<file path="src/rtl/tanh_pkg.sv">
`default_nettype none
// ============================================================================
//  Module   : tanh_pkg
//  Brief    : Shared constants, types and tanh breakpoint table for the
//             LSTM tanh activation path (fetch stage and interpolator).
//  Revision : 1.0  initial release
// ============================================================================
package tanh_pkg;

  // Sample / table entry width and number of fractional bits (Q4.4).
  localparam int DATA_W    = 8;
  localparam int FRAC_W    = 4;

  // Breakpoints cover integer points -8..8 inclusive.
  localparam int TBL_DEPTH = 17;

  // Width of the integer (segment index) part of a sample.
  localparam int IDX_W     = DATA_W - FRAC_W;

  // Address width needed to reach all TBL_DEPTH entries.
  localparam int ADDR_W    = $clog2(TBL_DEPTH);

  // Offset that maps the signed index -8 onto table address 0.
  localparam int TBL_BIAS  = TBL_DEPTH / 2;

  // Signed Q4.4 value.
  typedef logic signed [DATA_W-1:0] q44_t;

  // round(16 * tanh(p)) for p = -8 .. 8. Odd symmetry around entry 8 is exact.
  localparam q44_t TANH_TBL [TBL_DEPTH] = '{
    -8'sd16, -8'sd16, -8'sd16, -8'sd16, -8'sd16, -8'sd16, -8'sd15, -8'sd12,
     8'sd0,
     8'sd12,  8'sd15,  8'sd16,  8'sd16,  8'sd16,  8'sd16,  8'sd16,  8'sd16
  };

  // Convert a signed segment index into a table address (index + bias).
  // Sign-extending the index before adding the bias keeps negative indices
  // landing on the low half of the table.
  function automatic logic [ADDR_W-1:0] idx_to_addr(input logic signed [IDX_W-1:0] idx);
    logic signed [ADDR_W-1:0] idx_ext;
    idx_ext = ADDR_W'(idx);
    return ADDR_W'(idx_ext) + ADDR_W'(TBL_BIAS);
  endfunction

  // Constant table read; addresses beyond the last breakpoint return zero so
  // the lookup is fully defined for every address code.
  function automatic q44_t tbl_read(input logic [ADDR_W-1:0] addr);
    q44_t val;
    val = '0;
    if (addr < ADDR_W'(TBL_DEPTH)) begin
      val = TANH_TBL[addr];
    end
    return val;
  endfunction

endpackage : tanh_pkg
`default_nettype wire

</file>
<file path="src/rtl/tanh_rom.sv">
`default_nettype none
// ============================================================================
//  Module   : tanh_rom
//  Brief    : Combinational two-read-port constant lookup into the tanh
//             breakpoint table. Pure logic, no storage.
//  Revision : 1.0  initial release
// ============================================================================
module tanh_rom
  import tanh_pkg::*;
(
  input  logic [ADDR_W-1:0] addr_a_i,
  input  logic [ADDR_W-1:0] addr_b_i,
  output q44_t              data_a_o,
  output q44_t              data_b_o
);

  // Port A: breakpoint at the lower end of the segment.
  always_comb begin
    data_a_o = tbl_read(addr_a_i);
  end

  // Port B: breakpoint at the upper end of the segment.
  always_comb begin
    data_b_o = tbl_read(addr_b_i);
  end

endmodule : tanh_rom
`default_nettype wire

</file>
<file path="src/rtl/tanh_lut_fetch.sv">
`default_nettype none
// ============================================================================
//  Module   : tanh_lut_fetch
//  Brief    : Feeder for the tanh linear interpolator. Splits a signed Q4.4
//             sample into segment index and fractional remainder, fetches the
//             two bracketing breakpoints and presents base / next_data /
//             change / remaining from a 2-stage valid/ready pipeline.
//  Revision : 1.0  initial release
// ============================================================================
module tanh_lut_fetch #(
  parameter int DATA_W = tanh_pkg::DATA_W,
  parameter int FRAC_W = tanh_pkg::FRAC_W
) (
  input  logic              clk,
  input  logic              rst,
  input  logic [DATA_W-1:0] x,
  input  logic              valid_in,
  output logic              ready_in,
  output logic [DATA_W-1:0] base,
  output logic [DATA_W-1:0] next_data,
  output logic [DATA_W-1:0] change,
  output logic [DATA_W-1:0] remaining,
  output logic              valid_out,
  input  logic              ready_out
);

  import tanh_pkg::ADDR_W;
  import tanh_pkg::q44_t;
  import tanh_pkg::idx_to_addr;

  localparam int SEG_W = DATA_W - FRAC_W;

  // --------------------------------------------------------------------------
  // Pipeline state
  // --------------------------------------------------------------------------
  logic                    adv;

  logic                    v1_q,   v1_d;
  logic signed [SEG_W-1:0] idx1_q, idx1_d;
  logic [FRAC_W-1:0]       rem1_q, rem1_d;

  logic                    vout_q,   vout_d;
  logic [DATA_W-1:0]       base_q,   base_d;
  logic [DATA_W-1:0]       next_q,   next_d;
  logic [DATA_W-1:0]       change_q, change_d;
  logic [DATA_W-1:0]       rem2_q,   rem2_d;

  logic [ADDR_W-1:0]       addr_lo;
  logic [ADDR_W-1:0]       addr_hi;
  q44_t                    tbl_lo;
  q44_t                    tbl_hi;

  // Whole pipeline moves together: it may advance whenever the output slot is
  // empty or is being drained this cycle. Accepting and draining in the same
  // cycle therefore costs no bubble.
  assign adv      = !vout_q || ready_out;
  assign ready_in = adv;

  // --------------------------------------------------------------------------
  // Stage 1: split the sample. The upper bits taken as a signed field give
  // floor(x) directly, so negative samples index the segment below them and
  // the low bits are always the non-negative remainder.
  // --------------------------------------------------------------------------

  // Stage 1 next-state: load on advance, otherwise hold.
  always_comb begin
    v1_d   = v1_q;
    idx1_d = idx1_q;
    rem1_d = rem1_q;
    if (adv) begin
      v1_d   = valid_in;
      idx1_d = x[DATA_W-1:FRAC_W];
      rem1_d = x[FRAC_W-1:0];
    end
  end

  // Stage 1 registers with synchronous reset.
  always_ff @(posedge clk) begin
    if (rst) begin
      v1_q   <= 1'b0;
      idx1_q <= '0;
      rem1_q <= '0;
    end else begin
      v1_q   <= v1_d;
      idx1_q <= idx1_d;
      rem1_q <= rem1_d;
    end
  end

  // --------------------------------------------------------------------------
  // Table lookup between the stages. Every representable index (-8..7) maps
  // onto addresses 0..15 for the low breakpoint and 1..16 for the high one,
  // so no clamping is needed.
  // --------------------------------------------------------------------------

  // Address generation for the two bracketing breakpoints.
  always_comb begin
    addr_lo = idx_to_addr(idx1_q);
    addr_hi = addr_lo + ADDR_W'(1);
  end

  tanh_rom u_rom (
    .addr_a_i (addr_lo),
    .addr_b_i (addr_hi),
    .data_a_o (tbl_lo),
    .data_b_o (tbl_hi)
  );

  // --------------------------------------------------------------------------
  // Stage 2: register breakpoints, slope and remainder. The slope never
  // exceeds 12 in magnitude, so the DATA_W subtraction cannot wrap.
  // --------------------------------------------------------------------------

  // Stage 2 next-state: load on advance, otherwise hold for the consumer.
  always_comb begin
    vout_d   = vout_q;
    base_d   = base_q;
    next_d   = next_q;
    change_d = change_q;
    rem2_d   = rem2_q;
    if (adv) begin
      vout_d   = v1_q;
      base_d   = DATA_W'(tbl_lo);
      next_d   = DATA_W'(tbl_hi);
      change_d = DATA_W'(tbl_hi) - DATA_W'(tbl_lo);
      rem2_d   = DATA_W'(rem1_q);
    end
  end

  // Stage 2 registers with synchronous reset; reset drops anything in flight.
  always_ff @(posedge clk) begin
    if (rst) begin
      vout_q   <= 1'b0;
      base_q   <= '0;
      next_q   <= '0;
      change_q <= '0;
      rem2_q   <= '0;
    end else begin
      vout_q   <= vout_d;
      base_q   <= base_d;
      next_q   <= next_d;
      change_q <= change_d;
      rem2_q   <= rem2_d;
    end
  end

  assign valid_out = vout_q;
  assign base      = base_q;
  assign next_data = next_q;
  assign change    = change_q;
  assign remaining = rem2_q;

endmodule : tanh_lut_fetch
`default_nettype wire

</file>
<file path="config.mk">
export PLATFORM = sky130hd
export DESIGN_NAME = tanh_lut_fetch
export DESIGN_NICKNAME = d
export VERILOG_FILES = /design/src/rtl/tanh_pkg.sv /design/src/rtl/tanh_rom.sv /design/src/rtl/tanh_lut_fetch.sv
export SDC_FILE = /design/constraint.sdc
export NUM_CORES = 1
export LEC_CHECK = 0
export BUFFER_PORTS_ARGS = -buffer_cell sky130_fd_sc_hd__buf_2
export CAP_MARGIN = 20
export CELL_PAD_IN_SITES_DETAIL_PLACEMENT = 1
export CELL_PAD_IN_SITES_GLOBAL_PLACEMENT = 1
export CORE_ASPECT_RATIO = 0.6
export CORE_MARGIN = 2
export CORE_UTILIZATION = 40
export CTS_CLUSTER_DIAMETER = 40
export DETAILED_ROUTE_END_ITERATION = 12
export PLACE_DENSITY = 0.81
export SYNTH_ARGS = -nofsm -noshare
export SYNTH_HDL_FRONTEND = slang
export SYNTH_SLANG_ARGS = --single-unit
</file>
<file path="constraint.sdc">
create_clock -name clk -period 9.8 [get_ports clk]
set_input_delay 0.49 -clock clk [delete_from_list [all_inputs] [get_ports clk]]
set_output_delay 0.49 -clock clk [all_outputs]
set_load 0.03 [all_outputs]
</file>
==> results.md <==
* Total wire length at 4370 um
* EDFF count, synth at 0
* Top-area cell type share of the netlist area at 0.396
* Worst-Margin Slew at 0.713 ns
* DR vias/cell at between 4 and 5
* Crit. End Element: flip-flop
* Highest-count cells in the layout ignoring fill and taps: nand2_1, buf_2, dfxtp_1
* Clock transition at path regs at roughly 0.070 ns
* Pwr/cell area at just over 200 mW/mm2
* Reg2reg setup slack at ~6 ns
* Fill cells at between 500 and 600
* Fin Setup TNS at 0 ns
* # setup viols final at 0
* Placed instance area at 0.00191 mm2
* Crit path launch type: flip-flop
* CTS Buf Count at 5
* I/O pins at 46
* Peak supply drop at ~0.078 mV
* Post-DP HPWL at 2980 um
* Max Cap Viol at 0
* RD Place Congestion at between 0.7 and 0.8
* Gr usage total at 0.195
* Clock Sink Count at 34
* Final Slew Violations at 0
* Sequential area share after synthesis at 0.396
* Initial cell density of the core at 0.417
* LEAKAGE at ~0.00094 uW
* Layout Cells excl Fill at 310
* Worst path arrival time at 3.85 ns
* Global route total overflow at 0
* First drt pass iteration count at 4
* Die height at between 50 and 60 um
* Max FO, Critical Path at 7
* H-tree depth at 2
* Via count at between 1500 and 2000
* Post-layout util at 0.498
* Outcome: complete, no violations
* Slew headroom at 0.523
* CTS resizes at 0
* Initial antenna violation count at 0
* Required time of the critical path at roughly 10 ns
* CTS Hold Bufs at 0
* Reg-to-Reg Start: idx1_q[1]$_SDFFE_PP0P_
* Chip width at between 80 and 90 um
* Row Count at 18
* Endpoints failing hold at 0
* Clock root cell: clkbuf_8
* Core Region at 0.00412 mm2
* Hold_sp: x[1]
* Synth area leaders: dfxtp_1, nand2_1, ha_1, a21oi_1, buf_4
* Power consumption at between 400 and 500 uW
* Final period util at 0.371
* Worst skew pair latency at around 0.29 ns
* FMAX at between 200 and 300 MHz
* Syn_area_per_cell at 7.89 um2
* Antenna Diode Count at 0
* Most common cell after layout, fill and taps aside: nand2_1
* CTS tree: done
* RSZ-0062 raised after global routing: no
* Max clock buf depth at 2
* Non-Filler Cell Area, Final at between 0.002 and 0.0025 mm2
* Share of cells above drive strength 1 at 0.220
* Min Tclk post-route at approximately 3.6 ns
* Vias in the first global route at between 1000 and 1500
* Wire per inst at approximately 14 um
* Syn Std Cell Area at about 0.0017 mm2
* Reg2reg end: change[6]$_SDFFE_PP0P_
* Area delta synth->final at 19.4%
* Ys flop type: dfxtp_1
* Count of cell types in the netlist at 35
* Synthesized instance count at ~220
* Critical Path Start: idx1_q[1]$_SDFFE_PP0P_
* CP endpoint: change[6]$_SDFFE_PP0P_
* Multi-input logic area at approximately 900 um2
* Number of remaining DRC errors at 0
* Ys Warns at 0
* First-pass GRT wire length at 7040 um
* Worst hold path class: input port to flip-flop
* R2R depth at 15
* Seq. cell area at between 600 and 700 um2
* Die ar. at just under 0.005 mm2
* I/O Buffers at 41
* Final net count at approximately 270
* Worst Skew at about 0.0028 ns
* FF+latch count, synth at 34
* Crit Path Class: flip-flop to flip-flop
* Post-synthesis async set-or-reset flop share at 0
* Cell taking the most area after synthesis: dfxtp_1
* Setup Fix Bufs, Post-CTS at 0
* Inst Count DP at about 300
* Drt initial violations at 76
* Largest net degree at the start of global routing at 38
* Antenna-violating nets left at 0
-- state kept, by name, summed over array words and instances, names as in the netlist --
register and cells:
change 8, base 6, next_data 6, idx1_q 4, rem1_q 4, remaining 4, v1_q 1, valid_out 1
-- worst min-delay path by stage --
stage / end / slack, ns / cells past startpoint
global route: rem1_q[1]$_SDFFE_PP0P_ / 0.43 / 3
global placement: remaining[2]$_SDFFE_PP0P_ / 0.44 / 2
floorplan: rem1_q[0]$_SDFFE_PP0P_ / 0.43 / 2
detailed placement: remaining[2]$_SDFFE_PP0P_ / 0.44 / 2
finish: rem1_q[1]$_SDFFE_PP0P_ / 0.43 / 3
CTS: rem1_q[1]$_SDFFE_PP0P_ / 0.43 / 3
-- layout make-up --
class	count	share of cell area
multi-input cells	155	0.439
flip-flops and latches	34	0.332
inverters	11	0.0201
repair buffers	42	0.104
clock buffers	6	0.0402
clock inverters	2	0.0293
well taps	60	0.0366
-- per-layer routing --
metal	up-vias	routed length [um]	GRT usage
met5	-	0	0
met2	37	1790	0.303
met4	0	70	0.0707
li1	781	-	-
met1	715	2290	0.263
met3	10	211	0.0513
-- cell families (layout without fill, tap and decap cells) --
group,count (synthesis),after routing,share of synthesized area
xor gates and xnor gates,5,5,0.0255
adders and majority gates,13,13,0.0990
DFF,34,34,0.396
AOI/OAI and AO/OA,47,47,0.165
other,1,4,0.00218
and+or+nand+nor,86,86,0.224
buffers and inverters,32,61,0.0881
-- power breakdown --
part           leakage, uW  switching (uW)  internal, uW
clock            0.0000714            52.8           108
combinational     0.000592            63.2          32.3
sequential        0.000281            7.99           150
-- cells in the mapped netlist (4+ instances only) --
library cell,number
buf_1,4
inv_1,10
nand2_1,47
a211oi_1,6
ha_1,12
xnor2_1,4
nor3_1,8
nor2_1,16
buf_4,8
a21oi_1,28
clkbuf_1,8
dfxtp_1,34
-- critical path: stages (launching register included) --
cell and delay, ns:
dfxtp_1 0.46, ha_1 0.28, inv_1 0.08, ha_1 0.38, xor2_1 0.18, xnor2_1 0.27, nor2_1 0.12, inv_1 0.07
ha_1 0.14, inv_1 0.05, fa_1 0.40, a21o_1 0.19, a21oi_1 0.22, nor2b_1 0.09, or4_1 0.42, a211oi_1 0.20
-- stage by stage --
| stage | setup WS, ns | hold WS [ns] |
|---|---|---|
| floorplan | 6.65 | 0.432 |
| global placement | 6.49 | 0.438 |
| detailed placement | 6.18 | 0.442 |
| CTS | 6.16 | 0.430 |
| global route | 5.90 | 0.430 |
| finish | 6.16 | 0.431 |
Power figures use the tool's default switching activity.
